[config.mk]
export PLATFORM = sky130hd
export DESIGN_NAME = johnson_phase_sequencer
export DESIGN_NICKNAME = d
export VERILOG_FILES = /design/src/rtl/johnson_phase_sequencer.sv
export SDC_FILE = /design/constraint.sdc
export NUM_CORES = 1
export LEC_CHECK = 0
export ABC_AREA = 1
export ABC_CLOCK_PERIOD_IN_PS = 3300
export BUFFER_PORTS_ARGS = -buffer_cell sky130_fd_sc_hd__clkbuf_2
export CAP_MARGIN = 5
export CELL_PAD_IN_SITES_DETAIL_PLACEMENT = 1
export CELL_PAD_IN_SITES_GLOBAL_PLACEMENT = 2
export CORE_UTILIZATION = 31
export DETAILED_ROUTE_END_ITERATION = 12
export HOLD_SLACK_MARGIN = 0.05
export PLACE_DENSITY_LB_ADDON = 0.1
export SETUP_SLACK_MARGIN = 0.2
export SYNTH_ARGS = -nofsm -noshare
export SYNTH_HDL_FRONTEND = slang
export SYNTH_SLANG_ARGS = --single-unit
[constraint.sdc]
create_clock -name i_clk -period 3.3 [get_ports i_clk]
set_input_delay 0.165 -clock i_clk [delete_from_list [all_inputs] [get_ports i_clk]]
set_output_delay 0.165 -clock i_clk [all_outputs]
set_load 0.02 [all_outputs]
[src/rtl/johnson_phase_sequencer.sv]
// Command-driven stepper for a 4-bit Johnson phase register (forward/reverse, programmable rate).
// Optional illegal-phase checker enabled by defining JOHNSON_ERR_CHECK_EN.
module johnson_phase_sequencer #(
    parameter int unsigned STEP_W = 16,
    parameter int unsigned DIV_W  = 8
) (
    input  logic              i_clk,
    input  logic              i_reset,
    input  logic              i_cmd_valid,
    output logic              o_cmd_ready,
    input  logic [STEP_W-1:0] i_cmd_steps,
    input  logic              i_cmd_dir,
    input  logic [DIV_W-1:0]  i_cmd_div,
    input  logic              i_abort,
    output logic [3:0]        o_phase,
    output logic              o_busy,
    output logic              o_done,
    output logic              o_aborted,
    output logic [STEP_W-1:0] o_steps_left,
    output logic              o_phase_err
);

    typedef enum logic [1:0] {
        S_IDLE = 2'd0,
        S_RUN  = 2'd1,
        S_DONE = 2'd2
    } state_t;

    state_t              r_state;
    state_t              w_state_nxt;
    logic [3:0]          r_phase;
    logic [3:0]          w_phase_nxt;
    logic [DIV_W-1:0]    r_presc;
    logic [DIV_W-1:0]    w_presc_nxt;
    logic [DIV_W-1:0]    r_div_q;
    logic [DIV_W-1:0]    w_div_nxt;
    logic                r_dir_q;
    logic                w_dir_nxt;
    logic [STEP_W-1:0]   r_steps_left;
    logic [STEP_W-1:0]   w_steps_nxt;
    logic                r_busy;
    logic                w_busy_nxt;
    logic                r_done;
    logic                w_done_nxt;
    logic                r_aborted;
    logic                w_aborted_nxt;
    logic                w_tick;
    logic [3:0]          w_phase_step;

`ifdef JOHNSON_ERR_CHECK_EN
    logic                r_phase_err;
    logic                w_err_nxt;
    logic                w_phase_legal;

    // The eight codes reachable from 0000 by Johnson stepping.
    function automatic logic is_legal(input logic [3:0] p);
        logic ok;
        case (p)
            4'b0000, 4'b1000, 4'b1100, 4'b1110,
            4'b1111, 4'b0111, 4'b0011, 4'b0001: ok = 1'b1;
            default:                            ok = 1'b0;
        endcase
        return ok;
    endfunction

    assign w_phase_legal = is_legal(r_phase);
`endif

    assign w_tick       = (r_presc == r_div_q);
    assign w_phase_step = r_dir_q ? {r_phase[2:0], ~r_phase[3]}
                                  : {~r_phase[0], r_phase[3:1]};

    // Next-state and datapath update.
    always_comb begin
        w_state_nxt   = r_state;
        w_phase_nxt   = r_phase;
        w_presc_nxt   = r_presc;
        w_div_nxt     = r_div_q;
        w_dir_nxt     = r_dir_q;
        w_steps_nxt   = r_steps_left;
        w_aborted_nxt = r_aborted;
`ifdef JOHNSON_ERR_CHECK_EN
        w_err_nxt     = r_phase_err;
`endif

        case (r_state)
            S_IDLE: begin
                if (i_cmd_valid) begin
                    w_div_nxt     = i_cmd_div;
                    w_dir_nxt     = i_cmd_dir;
                    w_steps_nxt   = i_cmd_steps;
                    w_presc_nxt   = '0;
                    w_aborted_nxt = 1'b0;
                    w_state_nxt   = (i_cmd_steps == '0) ? S_DONE : S_RUN;
                end
            end
            S_RUN: begin
                if (i_abort) begin
                    // Abort wins over a coincident tick: no step is issued.
                    w_state_nxt   = S_DONE;
                    w_aborted_nxt = 1'b1;
                end else if (w_tick) begin
                    w_presc_nxt = '0;
                    w_phase_nxt = w_phase_step;
                    if (r_steps_left != '0) begin
                        w_steps_nxt = r_steps_left - STEP_W'(1);
                    end
                    if (r_steps_left <= STEP_W'(1)) begin
                        w_state_nxt = S_DONE;
                    end
                end else begin
                    w_presc_nxt = r_presc + DIV_W'(1);
                end
            end
            S_DONE: begin
                w_state_nxt = S_IDLE;
            end
            default: begin
                w_state_nxt = S_IDLE;
            end
        endcase

`ifdef JOHNSON_ERR_CHECK_EN
        // Illegal code recovery overrides tick and abort.
        if (!w_phase_legal) begin
            w_phase_nxt = 4'b0000;
            w_err_nxt   = 1'b1;
            if (r_state == S_RUN) begin
                w_state_nxt   = S_DONE;
                w_aborted_nxt = 1'b1;
            end
        end
`endif

        w_busy_nxt = (w_state_nxt == S_RUN);
        w_done_nxt = (w_state_nxt == S_DONE);
    end

    // State and datapath registers.
    always_ff @(posedge i_clk) begin
        if (i_reset) begin
            r_state      <= S_IDLE;
            r_phase      <= 4'b0000;
            r_presc      <= '0;
            r_div_q      <= '0;
            r_dir_q      <= 1'b0;
            r_steps_left <= '0;
            r_busy       <= 1'b0;
            r_done       <= 1'b0;
            r_aborted    <= 1'b0;
        end else begin
            r_state      <= w_state_nxt;
            r_phase      <= w_phase_nxt;
            r_presc      <= w_presc_nxt;
            r_div_q      <= w_div_nxt;
            r_dir_q      <= w_dir_nxt;
            r_steps_left <= w_steps_nxt;
            r_busy       <= w_busy_nxt;
            r_done       <= w_done_nxt;
            r_aborted    <= w_aborted_nxt;
        end
    end

`ifdef JOHNSON_ERR_CHECK_EN
    always_ff @(posedge i_clk) begin
        if (i_reset) begin
            r_phase_err <= 1'b0;
        end else begin
            r_phase_err <= w_err_nxt;
        end
    end

    assign o_phase_err = r_phase_err;
`else
    assign o_phase_err = 1'b0;
`endif

    assign o_cmd_ready  = (r_state == S_IDLE) && !i_reset;
    assign o_phase      = r_phase;
    assign o_busy       = r_busy;
    assign o_done       = r_done;
    assign o_aborted    = r_aborted;
    assign o_steps_left = r_steps_left;

endmodule

Yosys cells after proc, flatten, opt, wreduce, memory -nomap -nowiden --
Cells that the tools add are included.
Operators by class: equal/unequal tests 9, add/subtract/negate cells 2, bitwise logic cells 3, order comparisons 1, muxes and demuxes 19, reduce and logical (&&, ||, !) cells 11
Operators with widths (count):
- $mux W16 | 4
- $pmux W16 S2 | 1
- $mux W8 | 3
- $le A16 B1 Y1 const B | 1
- $logic_not A16 Y1 | 1
- $pmux W8 S2 | 1
- $reduce_bool A16 Y1 | 1
- $sub A16 B1 Y16 const B | 1
- $mux W2 | 5
- $ne A2 B2 Y1 const B | 5
- $reduce_and A3 Y1 | 3
- $add A8 B1 Y8 const B | 1
- $eq A8 B8 Y1 | 1
- $reduce_and A5 Y1 | 1
- $eq A2 B1 Y1 const B | 2
- $mux W4 | 1
- $pmux W2 S2 | 1
- $not A1 Y1 | 3
- $eq A2 B2 Y1 const B | 1
- $logic_not A2 Y1 | 1
- $mux W1 | 2
- $pmux W1 S2 | 1
- $reduce_and A2 Y1 | 1
- $reduce_bool A2 Y1 | 1
- other kinds (2) | 2
Storage, ports and cells: output and inout bits 25, word-level logic and storage cells 54, register bits after elaboration 42, bits of input ports 29

Logic depth before layout (Yosys ltp) --
depth after elaboration 6, gate-level depth with buffers 12, depth with buffers taken out 11

Worst setup path after synthesis --
No wires, ideal clock.
path kind reg2reg, start point register r_steps_left[0] (netlist: o_steps_left[0]), end point register r_steps_left[8] (netlist: o_steps_left[8]), cell stages (with the launch flop) 9, library setup time 0.069 ns, data arrival time 1.486 ns, buffers on the path 0, slack 1.745 ns, data required time 3.231 ns, clock period less this slack 1.555 ns, path through dfxtp_1 -> inv_1 -> ha_1 -> nand2_1 -> nor2_1 -> xor2_1 -> o21ai_0 -> nand2_2 -> a21oi_2
Between the ends: cells in the longest elaborated chain, start to end 5, elaborated cells between the ends (all ways) 8, classes of those cells add/sub (1); eq/ne (1); mux (4); reduce/logical (2)
RTL lines:
- start: declaration | line 39 | logic [STEP_W-1:0] r_steps_left;
- start signal: assignment | line 157 | r_steps_left <= w_steps_nxt;
- $sub A16 B1 Y16 | line 106 | w_steps_nxt = r_steps_left - STEP_W'(1);
- $mux W16 | line 105 | if (r_steps_left != '0) begin
- $mux W16 | line 102 | end else if (w_tick) begin
- $mux W16 | line 98 | if (i_abort) begin
- $pmux W16 S2 | line 86 | case (r_state)
Parallel ways exist; a longest one is shown, timed or not. The select of a mux whose other input is x is not followed. A chain may end at the register's enable or synchronous reset.

Worst setup path in the final report --
start point register r_state[1], end point register r_steps_left[1] (netlist: o_steps_left[1])
Between the ends: cells in the longest elaborated chain, start to end 3, elaborated cells between the ends (all ways) 9, classes of those cells eq/ne (5); mux (1); reduce/logical (3)
RTL lines:
- start: declaration | line 29 | state_t r_state;
- start signal: assignment | line 152 | r_state <= w_state_nxt;
- $eq A2 B1 Y1 or $logic_not A2 Y1 (tied branches) | line 86
- $ne A2 B2 Y1 (no line) or $reduce_bool A2 Y1 (tied branches)
- $reduce_and A5 Y1 (no line)
Parallel ways exist; a longest one is shown, timed or not.

==> flow_metrics.py <==
metrics = {
    "timing": {
        "hold_viol": 0,
        "rsz0062_at_grt": "no",
        "skew_ps": 5.62,
        "fmax_mhz": 512,
        "worst_slack_ps": 1350,
        "setup_viol": 0,
        "whs_ps": 90.4,
        "tns_ps": 0,
        "drv_slew": 0,
        "fin_crit_sh_pct": 59.2,
        "slew_headroom_pct": 57.9,
        "finalCriticalPeriod_ps": 1950,
        "worst_slew_pin_slew_ps": 631,
    },
    "final_layout": {
        "diodes": 0,
        "multi_input_area_mm2": 0.00145,
        "post-route-util_pct": 37.7,
        "nFillCells": 1061,
        "regArea_um2": 841,
        "layout.nets": 461,
        "drive_above_1_share_pct": 21.9,
        "area_growth_pct": 16.8,
        "final_cells": 531,
    },
    "placement": {
        "gp_congestion": 0.747,
        "port_buffers": 52,
        "dp_hpwl_um": 5480,
        "place_inst": 523,
        "dp_slack_ps": 1290,
    },
    "global_routing": {
        "grt_antenna_before_repair": 0,
        "grt_max_degree": 24,
        "use_met3_pct": 3.07,
        "track_usage_pct": 18.2,
        "grt_pass1_wl_um": 12200,
        "grt-ovfl-total": 0,
        "met2_usage_pct": 33.1,
        "grt_busiest_layer": "met2",
        "grt_use_met1_pct": 21.1,
        "grt_pass1_vias": 2555,
    },
    "clocking": {
        "cts_tree": "built",
        "numCtsBuffers": 5,
        "hold_buffers": 0,
        "insertion_delay_ps": 300,
        "cts.path.max_buffers": 2,
        "cts_resized": 0,
        "htreeDepth": 2,
        "clock_sinks": 42,
        "post-cts-setup-buffers": 0,
        "clk_pin_slew_worst_paths_ps": 80,
        "cts_root_buffer": "clkbuf_8",
    },
    "detailed_routing": {
        "drt_iter0_drc": 36,
        "postRouteAntennaNets": 0,
        "drt_first_pass_iters": 4,
        "drc": 0,
        "routed_wl_um": 7140,
        "vias": 2512,
        "wl_per_cell_um": 13.4,
        "vias_per_cell": 4.73,
    },
    "critical_path": {
        "cp-start-kind": "flop",
        "criticalPathCategory": "reg2reg",
        "critical_path_arrival_ps": 2190,
        "timing.critical_path.slowest_stage_cell": "nor2_4",
        "reg2reg_slack_ps": 1350,
        "path_cells": "inv_1, nand2_1, buf_4, inv_1, nand2_4, nand2_4, nor2_4, nand2_1, a21oi_1",
        "cp_data_required_time_ps": 3530,
        "crit_fanout": 23,
        "cp_top_family": "simple AND/OR/NAND/NOR gates",
        "cpPeakStageDelay_ps": 360,
        "crit_path_end_kind": "flop",
        "cp_num_buf_inv": 3,
    },
    "synthesis": {
        "synth_common_cells": "101 x nand2_1, 49 x nor2_1, 42 x dfxtp_1",
        "synth_edf_count": 0,
        "synth_top_area_share_pct": 33.4,
        "async_flop_share_pct": 0,
        "synth_cell_types": 34,
        "yosys-top-cells-area": "dfxtp_1 33%, nand2_1 15%, nor2_1 7.3%, o21ai_0 6.6%, inv_1 6.0%",
        "ys_seq_elements": 42,
        "synthFlopType": "dfxtp_1",
        "netlist_area_mm2": 0.00252,
        "synth-seq-area-share_pct": 33.4,
        "synthesis.nets": 412,
        "synth_area_per_cell_um2": 6.65,
        "ys_warn_count": 0,
        "synthCells": 379,
        "yosysTopAreaCell": "dfxtp_1",
        "synth.most_common_cell": "nand2_1",
    },
    "floorplanning": {
        "start_util_pct": 32.3,
        "dieArea_mm2": 0.00849,
        "rows": 32,
        "core_mm2": 0.00781,
        "ioPinCount": 54,
        "chipHeight_um": 92.1,
        "die_w_um": 92.1,
    },
    "power_and_ir_drop": {
        "irDropWorstVdd_mv": 0.204,
        "leakagePower_nw": 1.35,
        "powerDensity_mw_per_mm2": 472,
    },
    "run_status": {
        "run_status": "completed",
    },
    "job": {
        "cap_violations": 0,
    },
    "hold_path": {
        "hp-class": "in2reg",
    },
}
==> placed cells by master, fill, tap and decap left out, drive strengths merged <==
| cell | netlist | routed |
|---|---|---|
| nor4 | 3 | 3 |
| dfxtp | 42 | 42 |
| inv | 42 | 42 |
| clkbuf | 6 | 58 |
| o21ai | 33 | 33 |
| xor2 | 10 | 10 |
| or2 | 2 | 2 |
| nand4 | 6 | 6 |
| nor2 | 55 | 55 |
| xnor2 | 3 | 3 |
| ha | 4 | 4 |
| conb | 1 | 1 |
| a21oi | 32 | 32 |
| buf | 6 | 2 |
| nor3 | 1 | 1 |
| nand2 | 113 | 113 |
| nand3 | 16 | 16 |
| o22ai | 1 | 1 |
| o21a | 2 | 2 |
| clkinv | 0 | 2 |
| and3 | 1 | 1 |
==> cell type report <==
class | count | share of cell area, %
flip-flops and latches | 42 | 28.6
multi-input cells | 283 | 49.4
inverters | 42 | 5.44
repair buffers | 54 | 9.35
well taps | 102 | 4.34
clock buffers | 6 | 2.47
clock inverters | 2 | 0.468
==> worst register-to-register path, stage by stage (launching register included) <==
cell,delay (ps)
dfxtp_1,340
inv_1,40
nand2_1,50
buf_4,250
inv_1,330
nand2_4,210
nand2_4,80
nor2_4,360
nand2_1,120
a21oi_1,130
==> worst paths after layout <==
check | startpoint | cells past startpoint | endpoint
max | r_state[1]$_SDFF_PP0_ | 9 | o_steps_left[1]$_SDFFE_PP0P_
min | i_cmd_div[6] | 3 | r_div_q[6]$_SDFFE_PP0P_
max reg2reg | r_state[1]$_SDFF_PP0_ | 9 | o_steps_left[1]$_SDFFE_PP0P_
min reg2reg | o_aborted$_SDFFE_PP0P_ | 2 | o_aborted$_SDFFE_PP0P_
==> kinds of logic after synthesis <==
logic type,after synthesis,synth area share (%)
AO/OA/AOI/OAI,68,15.1
buffers and inverters,54,8.94
flip-flops,42,33.4
other,1,0.149
XOR/XNOR,13,4.52
adder cells (fa/ha/maj),4,1.99
AND/OR/NAND/NOR,197,35.9
==> metrics by stage <==
step	cell area (um^2)	total power, mW
3_3_place_gp	2860	1.07
3_5_place_dp	2860	1.07
4_1_cts	2940	1.43
6_report	2940	1.39
5_1_grt	2940	1.52
2_1_floorplan	2520	0.942
==> report_power, final <==
part	switching (mW)	internal (mW)
Combinational	0.312	0.155
Clock	0.190	0.150
Sequential	0.0382	0.545
Total	0.540	0.850
==> metal layers <==
| layer | share of wire [%] | up-vias |
|---|---|---|
| met1 | 45 | 1167 |
| li1 | - | 1293 |
| met3 | 2.8 | 12 |
| met4 | 2.0 | 0 |
| met2 | 50 | 40 |
| met5 | 0 | - |
==> flip-flops by register name, indices dropped and copies added, names as in the netlist <==
register and flops:
r_dir_q 1, o_phase 4, r_div_q 8, o_done 1
r_presc 8, o_aborted 1, o_busy 1, r_state 2
o_steps_left 16
Note: power is estimated with default switching activity, not from simulation.
